`config.mk`:
```
export PLATFORM = sky130hd
export DESIGN_NAME = spin_speed_ctrl
export DESIGN_NICKNAME = d
export VERILOG_FILES = /design/src/rtl/slot_pkg.sv /design/src/rtl/ramp_tick_gen.sv /design/src/rtl/spin_speed_ctrl.sv
export SDC_FILE = /design/constraint.sdc
export NUM_CORES = 1
export LEC_CHECK = 0
export ABC_AREA = 0
export CAP_MARGIN = 25
export CORE_UTILIZATION = 40
export DETAILED_ROUTE_END_ITERATION = 7
export PLACE_DENSITY = 0.63
export SLEW_MARGIN = 25
export SYNTH_ARGS = -nofsm -noshare
export SYNTH_HDL_FRONTEND = slang
export SYNTH_SLANG_ARGS = --single-unit
export TNS_END_PERCENT = 10
```
`constraint.sdc`:
```
create_clock -name clk -period 3 [get_ports clk]
set_input_delay 0.45 -clock clk [delete_from_list [all_inputs] [get_ports clk]]
set_output_delay 0.45 -clock clk [all_outputs]
set_load 0.01 [all_outputs]
```
`src/rtl/slot_pkg.sv`:
```
// Shared spin-control types and speed width, also used by the downstream clock divider.
// Saturating helpers work one bit wider than the speed bus so intermediate values never wrap.
package slot_pkg;

    localparam int SPEED_W = 20;

    typedef enum logic [1:0] {
        S_IDLE  = 2'd0,
        S_ACCEL = 2'd1,
        S_HOLD  = 2'd2,
        S_DECEL = 2'd3
    } spin_state_t;

    typedef logic [SPEED_W:0] sat_t;

    function automatic sat_t sat_add(input sat_t a, input sat_t step, input sat_t ceil_v);
        sat_t s;
        s = a + step;
        sat_add = (s >= ceil_v) ? ceil_v : s;
    endfunction

    function automatic sat_t sat_sub(input sat_t a, input sat_t step, input sat_t floor_v);
        sat_sub = (a <= floor_v + step) ? floor_v : a - step;
    endfunction

endpackage

```
`src/rtl/ramp_tick_gen.sv`:
```
// Free-running 0..RAMP_DIV-1 counter; tick is combinational while the count sits at RAMP_DIV-1.
// clear restarts the count from 0 on the next edge; no backpressure.
module ramp_tick_gen #(
    parameter int RAMP_DIV = 2500000
) (
    input  logic clk,
    input  logic rst,
    input  logic clear,
    output logic tick
);

    localparam int CNT_W = (RAMP_DIV > 1) ? $clog2(RAMP_DIV) : 1;
    localparam logic [CNT_W-1:0] LAST = CNT_W'(RAMP_DIV - 1);

    logic [CNT_W-1:0] cnt_q, cnt_d;

    always_comb begin
        cnt_d = cnt_q + CNT_W'(1);
        if (clear || (cnt_q == LAST)) begin
            cnt_d = '0;
        end
    end

    always_ff @(posedge clk) begin
        if (rst) begin
            cnt_q <= '0;
        end else begin
            cnt_q <= cnt_d;
        end
    end

    assign tick = (cnt_q == LAST);

endmodule

```
`src/rtl/spin_speed_ctrl.sv`:
```
// Spin ramp controller: IDLE -> ACCEL -> HOLD -> DECEL; all outputs registered, speed moves one cycle after a ramp tick.
// Optional SPIN_AUTO_STOP_EN: HOLD ends after the latched hold_ticks ramp ticks; no backpressure.
module spin_speed_ctrl
    import slot_pkg::*;
#(
    parameter int RAMP_DIV  = 2500000,
    parameter int MIN_SPEED = 2,
    parameter int MAX_SPEED = 40,
    parameter int ACC_STEP  = 2,
    parameter int DEC_STEP  = 1
) (
    input  logic               clk,
    input  logic               rst,
    input  logic               start,
    input  logic               stop_req,
    input  logic [7:0]         hold_ticks,
    output logic [SPEED_W-1:0] speed,
    output logic               div_rst,
    output logic               spinning,
    output logic               done
);

    localparam sat_t MIN_W = sat_t'(MIN_SPEED);
    localparam sat_t MAX_W = sat_t'(MAX_SPEED);
    localparam sat_t ACC_W = sat_t'(ACC_STEP);
    localparam sat_t DEC_W = sat_t'(DEC_STEP);

    spin_state_t        state_q, state_d;
    logic [SPEED_W-1:0] speed_q, speed_d;
    logic               div_rst_q, div_rst_d;
    logic               done_q, done_d;
    logic               tick, start_acc;
    sat_t               acc_sum, dec_diff;

    assign start_acc = (state_q == S_IDLE) && start;

    ramp_tick_gen #(.RAMP_DIV(RAMP_DIV)) u_tick (
        .clk   (clk),
        .rst   (rst),
        .clear (start_acc),
        .tick  (tick)
    );

    assign acc_sum  = sat_add({1'b0, speed_q}, ACC_W, MAX_W);
    assign dec_diff = sat_sub({1'b0, speed_q}, DEC_W, MIN_W);

`ifdef SPIN_AUTO_STOP_EN
    logic [7:0] hold_cnt_q, hold_cnt_d;
`else
    logic unused_hold_ticks;
    assign unused_hold_ticks = ^hold_ticks;
`endif

    always_comb begin
        state_d   = state_q;
        speed_d   = speed_q;
        div_rst_d = 1'b0;
        done_d    = 1'b0;
`ifdef SPIN_AUTO_STOP_EN
        hold_cnt_d = hold_cnt_q;
`endif
        case (state_q)
            S_IDLE: begin
                if (start) begin
                    state_d   = S_ACCEL;
                    speed_d   = MIN_W[SPEED_W-1:0];
                    div_rst_d = 1'b1;
`ifdef SPIN_AUTO_STOP_EN
                    hold_cnt_d = (hold_ticks == 8'd0) ? 8'd1 : hold_ticks;
`endif
                end
            end
            S_ACCEL: begin
                // A stop request takes priority over a coincident tick: speed holds on that edge.
                if (stop_req) begin
                    state_d = S_DECEL;
                end else if (tick) begin
                    speed_d = acc_sum[SPEED_W-1:0];
                    if (acc_sum == MAX_W) begin
                        state_d = S_HOLD;
                    end
                end
            end
            S_HOLD: begin
                if (stop_req) begin
                    state_d = S_DECEL;
                end
`ifdef SPIN_AUTO_STOP_EN
                else if (tick) begin
                    if (hold_cnt_q <= 8'd1) begin
                        state_d = S_DECEL;
                    end else begin
                        hold_cnt_d = hold_cnt_q - 8'd1;
                    end
                end
`endif
            end
            S_DECEL: begin
                if (tick) begin
                    speed_d = dec_diff[SPEED_W-1:0];
                    if (dec_diff == MIN_W) begin
                        state_d = S_IDLE;
                        done_d  = 1'b1;
                    end
                end
            end
            default: state_d = S_IDLE;
        endcase
    end

    always_ff @(posedge clk) begin
        if (rst) begin
            state_q   <= S_IDLE;
            speed_q   <= MIN_W[SPEED_W-1:0];
            div_rst_q <= 1'b0;
            done_q    <= 1'b0;
        end else begin
            state_q   <= state_d;
            speed_q   <= speed_d;
            div_rst_q <= div_rst_d;
            done_q    <= done_d;
        end
    end

`ifdef SPIN_AUTO_STOP_EN
    always_ff @(posedge clk) begin
        if (rst) begin
            hold_cnt_q <= 8'd0;
        end else begin
            hold_cnt_q <= hold_cnt_d;
        end
    end
`endif

    assign speed    = speed_q;
    assign div_rst  = div_rst_q;
    assign done     = done_q;
    assign spinning = (state_q != S_IDLE);

endmodule
```
Yosys cells after proc, flatten, opt, wreduce, memory -nomap -nowiden
Index checks and enable logic that the tools add are counted.
{ "op_classes": {"addsub": 3, "magnitude_cmp": 2, "eq_ne": 14, "mux": 17, "n_bitwise": 3, "n_reduce_logical": 10} }
{ "ops": {"columns": ["operator", "count"], "rows": [
  ["20-bit two-way mux", 4],
  ["20-bit case mux with 3 select lines", 1],
  ["21-bit two-way mux", 2],
  ["22-bit by 1-bit adder with 22-bit output, second input constant", 1],
  ["22-bit equality test, second input constant", 1],
  ["20-bit by 2-bit adder with 21-bit output, second input constant", 1],
  ["21-bit by 2-bit equality test with 1-bit output, second input constant", 1],
  ["21-bit by 6-bit equality test with 1-bit output, second input constant", 1],
  ["21-bit by 6-bit greater-or-equal comparator with 1-bit output, second input constant", 1],
  ["20-bit by 1-bit subtractor with 21-bit output, second input constant", 1],
  ["20-bit by 2-bit less-or-equal comparator with 1-bit output, second input constant", 1],
  ["2-bit two-way mux", 7],
  ["2-bit != test, second input constant", 6],
  ["2-bit case mux with 4 select lines", 1],
  ["3-bit != test, second input constant", 2],
  ["6-bit AND reduction", 1],
  ["5-bit AND reduction", 1],
  ["2-bit equality test, second input constant", 2],
  ["2-bit OR reduction", 2],
  ["1-bit NOT", 3],
  ["3-bit nonzero test", 1],
  ["3-bit OR reduction", 1],
  ["2-bit by 1-bit equality test with 1-bit output, second input constant", 1],
  ["2-bit zero test", 1],
  ["4 further kinds", 5]
]} }
{ "word_totals": {"ff_bits": 46, "out_inout_bits": 23} }

Depth between registers and ports, before layout
Gate-level depths: netlist of run 1.
{ "depth": {"depth_word": 8, "mapped_depth": 11, "mapped_depth_nobuf": 10} }

By module
Synthesis of run 1 repeated with hierarchy kept, for this count alone.
{ "hier_totals": {"cells_unflattened": 413, "hier_area_um2": 3255.6} }
{ "by_module_without_submodules": {"columns": ["module", "instances", "cells_each", "area_per_inst_um2"], "rows": [
  ["spin_speed_ctrl", 1, 290, 2165.8],
  ["ramp_tick_gen", 1, 123, 1089.8]
]} }

Least setup slack after synthesis of run 1
Ideal clock, no wire load.
{ "synth_path": {"path_type": "register -> register", "from": "reg speed_q[6], in the netlist speed[6]", "to": "reg state_q[0]", "arrival_time_ps": 2800, "slack_ps": 109, "path_stages_with_launch": 11, "period_less_slack_ps": 2891, "cell_sequence": "dfxtp_1 buf_2 or4_4 or4_1 buf_2 o31a_1 nor4_4 o22ai_1 a211oi_2 a21oi_1 a311oi_1"} }
{ "synth_between": {"elab_chain_cells": 6, "elab_cells_between_ends": 11, "cone_classes": "add/sub: 2; order compare: 2; eq/ne: 4; mux: 2; reduce/logical: 1"} }
{ "synth_rtl": {"columns": ["item", "line_no", "rtl"], "rows": [
  ["start, declared", "spin_speed_ctrl.sv:29", "logic [SPEED_W-1:0] speed_q, speed_d;"],
  ["start signal, assigned", "spin_speed_ctrl.sv:114", "speed_q <= MIN_W[SPEED_W-1:0];"],
  ["start signal, assigned", "spin_speed_ctrl.sv:119", "speed_q <= speed_d;"],
  ["20-bit by 2-bit adder with 21-bit output", "slot_pkg.sv:18", "s = a + step;"],
  ["21-bit by 6-bit greater-or-equal comparator with 1-bit output", "slot_pkg.sv:19", "sat_add = (s >= ceil_v) ? ceil_v : s;"],
  ["21-bit two-way mux", "slot_pkg.sv:19", null],
  ["21-bit by 6-bit equality test with 1-bit output", "spin_speed_ctrl.sv:79", "if (acc_sum == MAX_W) begin"],
  ["3-bit != test (no line)", null, null],
  ["6-bit AND reduction (no line) (*)", null, null],
  ["end signal, assigned", "spin_speed_ctrl.sv:118", "state_q <= state_d;"],
  ["end, declared", "spin_speed_ctrl.sv:28", "spin_state_t state_q, state_d;"]
]} }
Every way passes the cells marked *; elsewhere a longest branch is shown, timed or not.
A chain may end at the register's enable or synchronous reset.

Worst setup path after layout of run 1
{ "layout_path": {"from": "reg speed_q[9], in the netlist speed[9]", "to": "reg state_q[0]"} }
The elaborated chain is that of the path after synthesis.

==> flow_metrics.env, run 1 <==
export IMPL_status="finished clean"
export IMPL_reg2reg_slack_ns=0.09
export IMPL_peakVddDrop_uv=264.7
export IMPL_cp_endpoint="state_q[0]"
export IMPL_synth_edf_count=0
export IMPL_drtIter0Drc=161
export IMPL_cts_root_buffer="clkbuf_8"
export IMPL_crit_slowest_cell="or4_4"
export IMPL_reg2reg_from="speed[9]"
export IMPL_slew_headroom=0.5453
export IMPL_syn_to_final_growth_pct=23.89
export IMPL_diodes=0
export IMPL_ys_types=54
export IMPL_ys_ff_latch=46
export IMPL_antenna_found_initial=0
export IMPL_clkSinkCount=46
export IMPL_nets=474
export IMPL_clock_latency_ns=0.31
export IMPL_power_density_mw_per_mm2=504.6
export IMPL_grt_usage=0.2278
export IMPL_wl_per_cell_um=15.51
export IMPL_row_count=31
export IMPL_die_w_um=89.37
export IMPL_max_freq_ghz=0.3436
export IMPL_htreeDepth=2
export IMPL_clk_path_buf_depth=2
export IMPL_via_count=3133
export IMPL_critPathArrivalTime_ns=3.13
export IMPL_syn_inst=403
export IMPL_max_stage_delay_ns=0.58
export IMPL_drc=0
export IMPL_slew_violations=0
export IMPL_postRouteAntennaNets=0
export IMPL_rsz0062_at_grt="no"
export IMPL_setup_viol=0
export IMPL_synth_area_leaders="dfxtp_1 (30%), nor2_1 (6.3%), a21oi_1 (4.9%)"
export IMPL_syn_nets=426
export IMPL_synth_commonest_cells="nor2_1 (51), dfxtp_1 (46), a21oi_1 (30)"
export IMPL_period_share=0.9702
export IMPL_portBuffers=26
export IMPL_post_dp_hpwl_um=6344
export IMPL_cp_depth=8
export IMPL_period_needed_ns=2.911
export IMPL_grt_max_degree=25
export IMPL_gp_congestion=0.9581
export IMPL_hold_viol_final=0
export IMPL_ys_seq_area_frac=0.3016
export IMPL_cts_tree="built"
export IMPL_io_pins=35
export IMPL_synthFlopType="dfxtp_1"
export IMPL_crit_required_ns=3.22
export IMPL_startpoint="speed[9]"
export IMPL_cts_setup_buffers=0
export IMPL_cap_violations=0
export IMPL_setup_tns_ns=0
export IMPL_grt_pass1_wl_um=14100
export IMPL_power_mw=1.908
export IMPL_viasPerCell=5.686
export IMPL_critPathBufInv=0
export IMPL_worstSetupStartpointType="register"
export IMPL_grt_pass1_vias=2941
export IMPL_min_path_type="register to register"
export IMPL_worstPathCellList="or4_4, or4_4, o31a_1, nor4_4, o22ai_2, a211oi_2, a21oi_1, a311oi_1"
export IMPL_synthDominantCellAreaShare=0.3016
export IMPL_leakage_nw=1.447
export IMPL_fill_cells=737
export IMPL_path_delay_family="simple AND/OR/NAND/NOR gates"
export IMPL_cp_max_fo=4
export IMPL_core_area_mm2=0.007331
export IMPL_synth_avg_cell_area_um2=7.576
export IMPL_async_flop_share=0
export IMPL_drive_gt1_frac=0.1571
export IMPL_synth_most_common_cell="nor2_1"
export IMPL_drt_total_wl_um=8547
export IMPL_first_pass_iters=4
export IMPL_cts_buffers=5
export IMPL_die_y_um=89.37
export IMPL_r2r_end="state_q[0]"
export IMPL_yosysWarnings=0
export IMPL_die_area_mm2=0.007986
export IMPL_netlist_area_mm2=0.003053
export IMPL_clk_pin_slew_ns=0.10
export IMPL_skew_ns=0.01183
export IMPL_r2r_cells=8
export IMPL_criticalPathCategory="register to register"
export IMPL_cp_end_kind="register"
export IMPL_synth_top_cell_by_area="dfxtp_1"
export IMPL_tightestPinTransition_ns=0.6804
export IMPL_grt_overflow=0
export IMPL_crit_path_frequent_cell="or4_4"
export IMPL_initial_utilization=0.4165
-- routing by layer --
layer / part of all wire / vias up / global-route usage
met4: 0.016 / 0 / 0.07071
met1: 0.46 / 1474 / 0.2847
met2: 0.48 / 81 / 0.4011
li1: - / 1563 / -
met5: 0 / - / 0
met3: 0.045 / 15 / 0.03601
-- cell type report --
cell class / count / area [um2] / area share
Tap cell: 99 / 123.9 / 0.03275
Multi-Input combinational cell: 315 / 2003 / 0.5296
Clock buffer: 5 / 68.82 / 0.01819
Clock inverter: 3 / 25.02 / 0.006616
Timing Repair Buffer: 70 / 590.6 / 0.1561
Inverter: 13 / 48.80 / 0.01290
Sequential cell: 46 / 922.1 / 0.2438
-- layout by cell type (no fill, tap or decap), types with 3 or more instances in the layout --
cell type,Yosys,layout
inv_1,13,13
o21a_1,3,3
nor2_1,51,50
ha_1,11,10
o31ai_1,6,6
clkdlybuf4s50_1,0,26
nand4_1,5,5
a31oi_1,4,4
nor4_1,13,11
a22oi_1,3,3
a211oi_1,3,3
and4_1,3,3
or4_1,5,3
a311oi_1,5,5
or2_2,3,3
xor2_1,15,15
and3_1,13,12
nor3_1,14,14
dfxtp_1,46,45
nand3_1,23,23
nand2_1,25,24
clkbuf_8,0,5
o211ai_1,3,3
or4_4,1,3
buf_4,0,44
a21oi_1,30,30
or3_1,12,11
xnor2_1,12,12
o21ai_0,19,19
-- flip-flops by register name, summed over array words and instances (netlist names) --
register	cells
div_rst	1
state_q	2
u_tick.cnt_q	22
done	1
speed	20
-- stage by stage --
step | area (um2) | setup slack (ns) | hold WS [ns] | util | cells
floorplan | 3053 | 0.1093 | 0.4494 | - | 403
global placement | 3647 | 0.07708 | 0.4746 | 0.4975 | 543
detailed placement | 3647 | 0.04026 | 0.4840 | 0.4975 | 543
CTS | 3741 | 0.02205 | 0.5061 | 0.5103 | 551
global route | 3782 | 0.02421 | 0.5437 | 0.5160 | 551
finish | 3782 | 0.08942 | 0.5038 | 0.5160 | 551
-- worst min path at each step --
stage | start | depth (start not counted) | to
3_3_place_gp | u_tick.cnt_q[0] | 1 | u_tick.cnt_q[0]
4_1_cts | u_tick.cnt_q[14] | 2 | u_tick.cnt_q[14]
5_1_grt | u_tick.cnt_q[0] | 1 | u_tick.cnt_q[0]
6_report | u_tick.cnt_q[0] | 1 | u_tick.cnt_q[0]
3_5_place_dp | u_tick.cnt_q[0] | 1 | u_tick.cnt_q[0]
2_1_floorplan | u_tick.cnt_q[0] | 1 | u_tick.cnt_q[0]
-- power breakdown --
part	leakage [nW]	switching, mW	internal [mW]	total [mW]
logic	1.03	0.483	0.327	0.810
registers	0.372	0.0410	0.643	0.684
clock network	0.0447	0.245	0.169	0.414
total	1.45	0.770	1.14	1.91
-- logic make-up (layout without fill, tap and decap cells) --
group / count (synthesis) / in the layout / share of synthesized area
XOR/XNOR: 27 / 27 / 0.07746
AND/OR/NAND/NOR: 182 / 182 / 0.3180
flip-flops: 46 / 46 / 0.3016
AO/OA/AOI/OAI: 94 / 94 / 0.1992
multiplexers: 1 / 1 / 0.003279
buffers and inverters: 42 / 91 / 0.05533
adder cells (fa/ha/maj): 11 / 11 / 0.04508
-- repair_timing --
| action | in CTS | in global routing |
|---|---|---|
| hold buffers | 0 | 0 |
| gates resized for setup | 0 | 12 |
| setup endpoints to repair | 0 | 6 |
| hold endpoints to repair | 0 | 0 |
Power figures use the tool's default switching activity.
==> run 2: changes to the inputs <==
Settings changed: SLEW_MARGIN 25 to 20.
==> results of run 2 <==
No change in the layout: final DEF, timing and power equal those of run 1.
